## src/rtl/sr_latch_ctrl_if.sv

```systemverilog
// sr_latch_ctrl_if -- bundle between two latch-write requesters, the gated
// SR latch and the sr_latch_ctrl sequencer.
//   req_a/cmd_a/gnt_a, req_b/cmd_b/gnt_b : requester handshakes (cmd 1=set)
//   s, r, en                             : drive to the gated SR latch
//   q, qbar                              : latch outputs read back
//   clr_err                              : clears the sticky err flag
//   busy, err, state_q                   : status (state_q = last verified value)
// master = environment side (requesters + latch), slave = controller.
interface sr_latch_ctrl_if;
  logic req_a, cmd_a, gnt_a;
  logic req_b, cmd_b, gnt_b;
  logic s, r, en;
  logic q, qbar;
  logic clr_err;
  logic busy, err, state_q;

  modport master (
    output req_a, cmd_a, req_b, cmd_b, q, qbar, clr_err,
    input  gnt_a, gnt_b, s, r, en, busy, err, state_q
  );

  modport slave (
    input  req_a, cmd_a, req_b, cmd_b, q, qbar, clr_err,
    output gnt_a, gnt_b, s, r, en, busy, err, state_q
  );
endinterface

```

## src/rtl/sr_latch_ctrl.sv

```systemverilog
// sr_latch_ctrl -- arbitrates two requesters for write access to a gated SR
// latch, drives a fixed-length set/reset pulse, waits for it to settle, then
// reads the latch back and either records the value or flags an error.
//   clk     : single clock, rising edge
//   rst_n   : synchronous active-low reset
//   bus     : sr_latch_ctrl_if.slave (handshakes, latch drive/readback, status)
// Parameters: PULSE_CYC (1..255) drive cycles, SETTLE_CYC (1..255) settle cycles.
// Grant latency from the arbitration edge is 1+PULSE_CYC+SETTLE_CYC cycles.
module sr_latch_ctrl #(
  parameter int unsigned PULSE_CYC  = 2,
  parameter int unsigned SETTLE_CYC = 2
) (
  input logic           clk,
  input logic           rst_n,
  sr_latch_ctrl_if.slave bus
);

  typedef enum logic [1:0] {IDLE, DRIVE, SETTLE, CHECK} st_e;

  localparam logic [7:0] PulseLd  = 8'(PULSE_CYC - 1);
  localparam logic [7:0] SettleLd = 8'(SETTLE_CYC - 1);

  st_e        st_q;
  logic [7:0] cnt_q;
  logic       win_q;     // current owner: 0=A, 1=B
  logic       cmd_q;     // command frozen at arbitration
  logic       last_q;    // last granted requester, drives round-robin
  logic       s_q, r_q, en_q;
  logic       gnt_a_q, gnt_b_q;
  logic       err_q, val_q;

  logic win_d, cmd_d, match;

  // Contention goes to whoever was not served last; a lone request just wins.
  assign win_d = (bus.req_a && bus.req_b) ? ~last_q : bus.req_b;
  assign cmd_d = win_d ? bus.cmd_b : bus.cmd_a;
  assign match = (bus.q == cmd_q) && (bus.qbar == ~cmd_q);

  always_ff @(posedge clk) begin
    if (!rst_n) begin
      st_q    <= IDLE;
      cnt_q   <= 8'd0;
      win_q   <= 1'b0;
      cmd_q   <= 1'b0;
      last_q  <= 1'b1;   // so the first contended arbitration favours A
      s_q     <= 1'b0;
      r_q     <= 1'b0;
      en_q    <= 1'b0;
      gnt_a_q <= 1'b0;
      gnt_b_q <= 1'b0;
      err_q   <= 1'b0;
      val_q   <= 1'b0;
    end else begin
      case (st_q)
        IDLE: begin
          if (bus.req_a || bus.req_b) begin
            st_q   <= DRIVE;
            cnt_q  <= PulseLd;
            win_q  <= win_d;
            last_q <= win_d;
            cmd_q  <= cmd_d;
            // drive outputs are registered, so load them on DRIVE entry
            s_q    <= cmd_d;
            r_q    <= ~cmd_d;
            en_q   <= 1'b1;
          end
        end
        DRIVE: begin
          if (cnt_q == 8'd0) begin
            st_q  <= SETTLE;
            cnt_q <= SettleLd;
            s_q   <= 1'b0;
            r_q   <= 1'b0;
            en_q  <= 1'b0;
          end else begin
            cnt_q <= cnt_q - 8'd1;
          end
        end
        SETTLE: begin
          if (cnt_q == 8'd0) begin
            st_q    <= CHECK;
            cnt_q   <= 8'd0;
            gnt_a_q <= ~win_q;
            gnt_b_q <= win_q;
          end else begin
            cnt_q <= cnt_q - 8'd1;
          end
        end
        CHECK: begin
          st_q    <= IDLE;
          cnt_q   <= 8'd0;
          gnt_a_q <= 1'b0;
          gnt_b_q <= 1'b0;
          if (match) val_q <= cmd_q;
        end
        default: st_q <= IDLE;
      endcase
      // a mismatch outranks a simultaneous clear
      if (st_q == CHECK && !match) err_q <= 1'b1;
      else if (bus.clr_err)        err_q <= 1'b0;
    end
  end

  assign bus.s       = s_q;
  assign bus.r       = r_q;
  assign bus.en      = en_q;
  assign bus.gnt_a   = gnt_a_q;
  assign bus.gnt_b   = gnt_b_q;
  assign bus.busy    = (st_q != IDLE);
  assign bus.err     = err_q;
  assign bus.state_q = val_q;

endmodule

```

## src/flat_wrapper.sv

```systemverilog
// flat-port wrapper written by rule: the top's interface ports become plain ports
module sr_latch_ctrl_flat 
#(
  parameter int unsigned PULSE_CYC  = 2,
  parameter int unsigned SETTLE_CYC = 2
)
  (clk, rst_n, bus_req_a, bus_cmd_a, bus_req_b, bus_cmd_b, bus_q, bus_qbar, bus_clr_err, bus_gnt_a, bus_gnt_b, bus_s, bus_r, bus_en, bus_busy, bus_err, bus_state_q);
  sr_latch_ctrl_if bus_i ();
  input logic clk;
  input logic rst_n;
  input wire logic [$bits(bus_i.req_a)-1:0] bus_req_a;
  input wire logic [$bits(bus_i.cmd_a)-1:0] bus_cmd_a;
  input wire logic [$bits(bus_i.req_b)-1:0] bus_req_b;
  input wire logic [$bits(bus_i.cmd_b)-1:0] bus_cmd_b;
  input wire logic [$bits(bus_i.q)-1:0] bus_q;
  input wire logic [$bits(bus_i.qbar)-1:0] bus_qbar;
  input wire logic [$bits(bus_i.clr_err)-1:0] bus_clr_err;
  output wire logic [$bits(bus_i.gnt_a)-1:0] bus_gnt_a;
  output wire logic [$bits(bus_i.gnt_b)-1:0] bus_gnt_b;
  output wire logic [$bits(bus_i.s)-1:0] bus_s;
  output wire logic [$bits(bus_i.r)-1:0] bus_r;
  output wire logic [$bits(bus_i.en)-1:0] bus_en;
  output wire logic [$bits(bus_i.busy)-1:0] bus_busy;
  output wire logic [$bits(bus_i.err)-1:0] bus_err;
  output wire logic [$bits(bus_i.state_q)-1:0] bus_state_q;
  assign bus_i.req_a = bus_req_a;
  assign bus_i.cmd_a = bus_cmd_a;
  assign bus_i.req_b = bus_req_b;
  assign bus_i.cmd_b = bus_cmd_b;
  assign bus_i.q = bus_q;
  assign bus_i.qbar = bus_qbar;
  assign bus_i.clr_err = bus_clr_err;
  assign bus_gnt_a = bus_i.gnt_a;
  assign bus_gnt_b = bus_i.gnt_b;
  assign bus_s = bus_i.s;
  assign bus_r = bus_i.r;
  assign bus_en = bus_i.en;
  assign bus_busy = bus_i.busy;
  assign bus_err = bus_i.err;
  assign bus_state_q = bus_i.state_q;
  sr_latch_ctrl #(.PULSE_CYC(PULSE_CYC), .SETTLE_CYC(SETTLE_CYC)) u_core (.clk(clk), .rst_n(rst_n), .bus(bus_i));
endmodule
```

## config.mk

```make
export PLATFORM = sky130hd
export DESIGN_NAME = sr_latch_ctrl_flat
export DESIGN_NICKNAME = d
export VERILOG_FILES = /design/src/rtl/sr_latch_ctrl_if.sv /design/src/rtl/sr_latch_ctrl.sv /design/src/flat_wrapper.sv
export SDC_FILE = /design/constraint.sdc
export NUM_CORES = 1
export LEC_CHECK = 0
export CORE_MARGIN = 1.5
export CORE_UTILIZATION = 45
export DETAILED_ROUTE_END_ITERATION = 7
export GPL_TIMING_DRIVEN = 0
export PLACE_DENSITY = 0.77
export SYNTH_ARGS = -nofsm -noshare
export SYNTH_HDL_FRONTEND = slang
export SYNTH_SLANG_ARGS = --single-unit
```

## constraint.sdc

```tcl
create_clock -name clk -period 1.8 [get_ports clk]
set_input_delay 0.27 -clock clk [delete_from_list [all_inputs] [get_ports clk]]
set_output_delay 0.27 -clock clk [all_outputs]
set_load 0.005 [all_outputs]
```

==> results of run 1 <==
==> repair_timing <==
item / in CTS / in global routing
resized for setup: 5 / 3
endpoints found under the setup margin: 9 / 9
buffers inserted: 2 / 0
==> critical path, delay by kind of cell, from the launching register on <==
| family | cells | cell delay [ns] |
|---|---|---|
| AO/OA/AOI/OAI | 2 | 0.45 |
| adder cells (fa/ha/maj) | 1 | 0.15 |
| buffers and inverters | 1 | 0.10 |
| flip-flops | 1 | 0.37 |
| AND/OR/NAND/NOR | 2 | 0.54 |
==> state kept, by name, summed over array words and instances, names as in the netlist <==
register            flops
u_core.cnt_q            8
u_core.st_q             2
u_core.bus.en           1
u_core.bus.err          1
u_core.bus.gnt_a        1
u_core.bus.gnt_b        1
u_core.bus.r            1
u_core.bus.s            1
u_core.bus.state_q      1
u_core.cmd_q            1
u_core.last_q           1
u_core.win_q            1
==> logic make-up after synthesis <==
logic type	after synthesis
buffers and inverters	10
adder cells (fa/ha/maj)	6
AND/OR/NAND/NOR	51
AO/OA/AOI/OAI	34
flip-flops	20
multiplexers	3
==> layout make-up <==
cell class | instances | area (um^2) | share of cell area, %
clock buffers | 3 | 22.5 | 1.71
well taps | 28 | 35.0 | 2.65
repair buffers | 18 | 174 | 13.2
inverters | 7 | 26.3 | 1.99
multi-input cells | 94 | 644 | 48.8
plain buffers | 3 | 15.0 | 1.14
flip-flops and latches | 20 | 403 | 30.5
==> worst max-delay path by stage <==
stage	from	to	slack [ns]	cells after the start
global placement	u_core.st_q[0]$_SDFFE_PN0P_	u_core.st_q[1]$_SDFFE_PN0P_	-0.05	7
finish	u_core.cnt_q[0]$_SDFFE_PN0P_	u_core.st_q[0]$_SDFFE_PN0P_	0.09	6
detailed placement	u_core.st_q[0]$_SDFFE_PN0P_	u_core.cnt_q[2]$_SDFFE_PN0P_	-0.13	7
floorplan	u_core.st_q[0]$_SDFFE_PN0P_	u_core.st_q[1]$_SDFFE_PN0P_	0.24	7
global route	u_core.cnt_q[0]$_SDFFE_PN0P_	u_core.st_q[0]$_SDFFE_PN0P_	-0.05	6
CTS	u_core.st_q[0]$_SDFFE_PN0P_	u_core.bus.r$_SDFFE_PN0P_	0.08	7
==> layout by cell type, fill, tap and decap left out, types with 2 or more instances in the layout <==
cell and instances:
o21a_1 2, or2_2 3, clkbuf_1 2, nor3b_1 4
o21ai_0 8, dfxtp_1 18, clkdlybuf4s50_1 15, a211oi_1 4
nand4_1 6, mux2i_1 3, dfxtp_2 2, a22oi_1 2
ha_1 6, nand3_1 6, a21oi_1 9, buf_4 3
nand2b_1 2, nand4b_1 2, nand2_1 11, inv_1 6
nor2_1 8, clkbuf_4 3
==> power breakdown <==
part	internal, mW	total [mW]	switching [mW]
registers	0.545	0.626	0.0813
clock network	0.0778	0.203	0.125
logic	0.450	0.970	0.520
total	1.07	1.80	0.726
==> stage by stage <==
step	hold WS, ns	power, mW	instance area (um^2)
finish	0.464	1.80	1320
global placement	0.446	1.51	1270
CTS	0.468	1.78	1310
floorplan	0.418	1.28	1070
global route	0.499	1.96	1320
detailed placement	0.457	1.54	1270
==> metal layers <==
metal  share of wire [%]  wire length, um  vias to the layer above
li1                    -                -                      495
met1                  44              986                      453
met2                  50             1120                       28
met3                 4.7              105                        2
met4                0.72               16                        0
met5                   0                0                        -
==> results.cfg, run 1 <==
[place]
dp.cells = 168
hpwl_um = 1640
port_buffers = 16
routabilityCongestion = 0.840
post-place-ws_ns = -0.128

[logic_synthesis]
synth_xor_area_share_pct = 0
syn_inst = 124
synth_area_um2 = 1070
ys.flop_type = dfxtp_1
ys_seq_area_share_pct = 37.4
synth_compound_area_share_pct = 20.0
synth_top_family_by_area = simple AND/OR/NAND/NOR gates
yosys.area_share.simple_pct = 29.0
syn_avg_cell_area_um2 = 8.64
synth_top_area_cell = dfxtp_1
yosys.area_share.adder_pct = 7.01
synth_fp_nets = 139
synth.top_cell.area_share_pct = 37.4
yosys-top-cells-count = 20 x dfxtp_1, 11 x nand2_1, 9 x a21oi_1, 9 x o21ai_0, 8 x nor2_1
synth_cell_types = 36
async_reset_ff_share_pct = 0
synthMuxAreaShare_pct = 2.80
synth-edff-count = 0
synthTopCellsByArea = dfxtp_1 37%, ha_1 7.0%, a21oi_1 4.2%
synth.most_common_cell = dfxtp_1
synth_seq_cells = 20
yosysWarningCount = 0

[die]
start_util_pct = 48.0
die_w_um = 51.8
core_area_um2 = 2230
die-area_um2 = 2680
ios = 17
die_height_um = 51.8
rows = 17

[min_path]
min_path_cells = 2
hold_end = u_core.bus.en$_SDFFE_PN0P_
min_from = u_core.bus.en$_SDFFE_PN0P_
hp-class = register to register

[global_routing]
globalRouteMet3Util_pct = 1.72
grtUsageMet1_pct = 23.6
grt_pass1_vias = 872
met2_usage_pct = 33.1
grt_max_degree = 11
grt_most_used_layer = met2
grt_pass1_wl_um = 3830
grt-ovfl-total = 0
track_usage_pct = 18.9
antenna_found_initial = 0

[power_and_ir_drop]
p_per_area_nw_per_um2 = 1360
p_leak_nw = 0.515
peakVddDrop_mv = 0.913

[critical_path]
cp_max_fo = 5
r2r_end = u_core.st_q[0]$_SDFFE_PN0P_
r2r_cells = 6
r2r_start = u_core.cnt_q[0]$_SDFFE_PN0P_
critPathCaptureType = register
critPathMaxStageDelay_ns = 0.43
criticalPathCategory = register to register
rrSetupSlack_ns = 0.09
critPathLaunchType = register
required_ns = 2.00
crit_chain = inv_1 > ha_1 > nor4b_4 > nand2_4 > a21o_1 > a211oi_1
cp.arrival_ns = 1.91
cpMaxStageDelayCell = nor4b_4

[cells_and_area]
fill_cells = 215
nNetsFinal = 162
utilization_pct = 59.1
diodes = 0
synthToLayoutAreaGrowth_pct = 23.2
final_cells = 173
layout-drive-gt1-share_pct = 12.4

[timing]
finalClockSkew_ns = 0.00736
max_freq_mhz = 585
worst-slew-pin-transition_ns = 0.765
period_minus_slack_ns = 1.71
setup-tns-final_ns = 0
layout_setup_ws_ns = 0.0909
drv_slew = 0
hold_viol = 0
setup_viol = 0
post-route-period-util_pct = 95.0
maxSlewHeadroom_pct = 48.6
rsz0062_at_grt = yes

[detailed_routing]
wl_per_cell_um = 12.8
wl_um = 2220
drt_pass1_iterations = 4
drt_first_iter_violations = 38
drc = 0
ant_nets = 0
routed-via-count = 978
drt-vias-per-instance = 5.65

[clock_network]
cts_num_sinks = 20
ctsHoldBuffers = 0
clk_latency_ns = 0.29
root_buffer = clkbuf_4
cts_made_buffers = 3
htree_levels = 1
clockBufferDepth = 2
clkTransAtPathRegs_ns = 0.11
cts_tree = built

[flow_run]
maxCapViolations = 0

[run_status]
status = completed
Power figures use the tool's default switching activity.
==> run 2: changes to the inputs <==
--- a/config.mk
+++ b/config.mk
@@ -8,6 +8,7 @@
 export CORE_MARGIN = 1.5
 export CORE_UTILIZATION = 45
 export DETAILED_ROUTE_END_ITERATION = 7
+export GPL_ROUTABILITY_DRIVEN = 0
 export GPL_TIMING_DRIVEN = 0
 export PLACE_DENSITY = 0.77
 export SYNTH_ARGS = -nofsm -noshare
==> results of run 2 <==
No change in the layout: final DEF, timing and power equal those of run 1.
==> run 3: changes to the inputs <==
--- a/config.mk
+++ b/config.mk
@@ -5,12 +5,14 @@
 export SDC_FILE = /design/constraint.sdc
 export NUM_CORES = 1
 export LEC_CHECK = 0
+export CAP_MARGIN = 20
 export CORE_MARGIN = 1.5
 export CORE_UTILIZATION = 45
 export DETAILED_ROUTE_END_ITERATION = 7
 export GPL_ROUTABILITY_DRIVEN = 0
 export GPL_TIMING_DRIVEN = 0
 export PLACE_DENSITY = 0.77
+export SETUP_SLACK_MARGIN = 0.05
 export SYNTH_ARGS = -nofsm -noshare
 export SYNTH_HDL_FRONTEND = slang
 export SYNTH_SLANG_ARGS = --single-unit
==> run 3 against run 2 <==
  * Utilization is 2.0 points higher
  * Count of clock-buffer cells in the layout is the same
  * First-iteration DRC count down 42%
  * Register-to-register slack better by 0.09 ns
  * Critical endpoint is now bus_busy
==> results.cfg, run 3 (synthesis results as in run 1) <==
[die]
ios = 17
die-area_um2 = 2680
die_w_um = 51.8
core_area_um2 = 2230
die_height_um = 51.8
start_util_pct = 48.0
rows = 17

[critical_path]
required_ns = 1.53
r2r_end = u_core.bus.r$_SDFFE_PN0P_
path_depth = 5
crit_path_end = bus_busy
critPathLaunchType = register
rrSetupSlack_ns = 0.18
cp_max_fo = 10
r2r_start = u_core.st_q[0]$_SDFFE_PN0P_
cp.arrival_ns = 1.36
critPathCaptureType = output port
cp.buffers_inverters = 4
crit_chain = inv_1 > ha_2 > buf_6 > inv_2 > dlygate4sd2_1
cpMaxStageDelayCell = dfxtp_2
r2r_cells = 7
critPathLaunch = u_core.st_q[0]$_SDFFE_PN0P_
cp_top_family = buffers and inverters
critPathMaxStageDelay_ns = 0.35
criticalPathCategory = register to output port

[clock_network]
ctsHoldBuffers = 0
root_buffer = clkbuf_4
cts_made_buffers = 3
clockBufferDepth = 2
clk_latency_ns = 0.30
cts_num_sinks = 20
htree_levels = 1
cts_tree = built
clkTransAtPathRegs_ns = 0.11

[cells_and_area]
utilization_pct = 61.1
final_cells = 176
regMostFlops = u_core.cnt_q
nNetsFinal = 165
reg_top3 = u_core.cnt_q: 8 flops, u_core.st_q: 2 flops
layout_common_cells = 17 x dfxtp_1, 15 x clkdlybuf4s50_1, 11 x nand2_1
largest_reg_flops = 8
diodes = 0
synthToLayoutAreaGrowth_pct = 27.3
final_common_cell = dfxtp_1
layout-drive-gt1-share_pct = 16.2

[timing]
worst-slew-pin-transition_ns = 0.788
max_freq_mhz = 614
maxSlewHeadroom_pct = 47.0
finalClockSkew_ns = 0.00557
period_minus_slack_ns = 1.63
rsz0062_at_grt = yes
layout_setup_ws_ns = 0.172
setup_viol = 0
drv_slew = 0
hold_viol = 0
post-route-period-util_pct = 90.4

[run_status]
status = completed

[place]
port_buffers = 16
post-place-ws_ns = -0.128
hpwl_um = 1640
dp.cells = 168

[power_and_ir_drop]
power_frac_seq_pct = 32.5
internal-power_mw = 1.15
clockPowerShare_pct = 10.7
switching_share_pct = 40.5
peakVddDrop_mv = 0.931
comb_power_share_pct = 56.8
p_leak_nw = 0.525
p_total_mw = 1.93
p_per_area_nw_per_um2 = 1420
p_switching_mw = 0.782

[detailed_routing]
drt-vias-per-instance = 5.78
ant_nets = 0
drc = 0
drt_pass1_iterations = 4
wl_per_cell_um = 13.5
drt_first_iter_violations = 22
routed-via-count = 1017
wl_um = 2380

[global_routing]
track_usage_pct = 18.9
grt_pass1_wl_um = 3830
grt-ovfl-total = 0
grt_pass1_vias = 872
grt_max_degree = 11
antenna_found_initial = 0

[flow_run]
maxCapViolations = 0

[min_path]
hp-class = register to register
[run 3: changes by cell type in the layout (fill, tap and decap cells not counted), sizes merged]
| cell | change |
|---|---|
| a21oi | +1 |
| buf | +2 |
[run 3: worst register-to-register path: cells and delay by family, from the launching register on]
family	cells	cell delay, ns
AO/OA/AOI/OAI	1	0.14
adder cells (fa/ha/maj)	1	0.18
buffers and inverters	2	0.21
AND/OR/NAND/NOR	3	0.69
flip-flops	1	0.34
[run 3: how the worst min path moves through the flow]
stage / from / to / slack, ns / cells past startpoint
6_report: u_core.bus.en$_SDFFE_PN0P_ / u_core.bus.en$_SDFFE_PN0P_ / 0.46 / 2
5_1_grt: u_core.bus.gnt_b$_SDFFE_PN0P_ / u_core.bus.gnt_b$_SDFFE_PN0P_ / 0.50 / 2
4_1_cts: u_core.bus.en$_SDFFE_PN0P_ / u_core.bus.en$_SDFFE_PN0P_ / 0.47 / 2
3_5_place_dp: u_core.bus.en$_SDFFE_PN0P_ / u_core.bus.en$_SDFFE_PN0P_ / 0.46 / 2
3_3_place_gp: u_core.bus.en$_SDFFE_PN0P_ / u_core.bus.en$_SDFFE_PN0P_ / 0.45 / 2
2_1_floorplan: rst_n / u_core.cnt_q[0]$_SDFFE_PN0P_ / 0.42 / 2
[run 3: through the flow]
stage | hold slack, ns | instance area [um^2] | TNS, ns
floorplan | 0.418 | 1070 | 0
global placement | 0.446 | 1270 | -0.177
detailed placement | 0.457 | 1270 | -0.508
CTS | 0.468 | 1310 | 0
global route | 0.499 | 1360 | 0
finish | 0.464 | 1360 | 0
[run 3: power by group through the flow]
stage	clock (mW)	combinational, mW	sequential (mW)
floorplan	0	0.661	0.622
global placement	0	0.878	0.630
detailed placement	0	0.899	0.639
CTS	0.212	0.945	0.621
global route	0.231	1.23	0.640
finish	0.207	1.10	0.628
[run 3: per-layer routing]
metal	up-vias	share of wire, %	GRT usage (%)
met1	471	43	23.6
met2	35	51	33.1
li1	506	-	-
met5	-	0	0
met3	5	4.4	1.72
met4	0	1.7	7.89
[run 3: layout make-up]
class,count,area (um^2)
well taps,28,35.0
multi-input cells,95,668
flip-flops and latches,20,404
plain buffers,3,18.8
inverters,7,26.3
repair buffers,20,189
clock buffers,3,22.5
fillers,208,870
[run 3: what timing repair did]
action | CTS | global route
setup buffers | 2 | 2
gates cloned | 0 | 1
gates resized for setup | 5 | 9
pin swaps | 0 | 1
setup endpoints to repair | 9 | 12
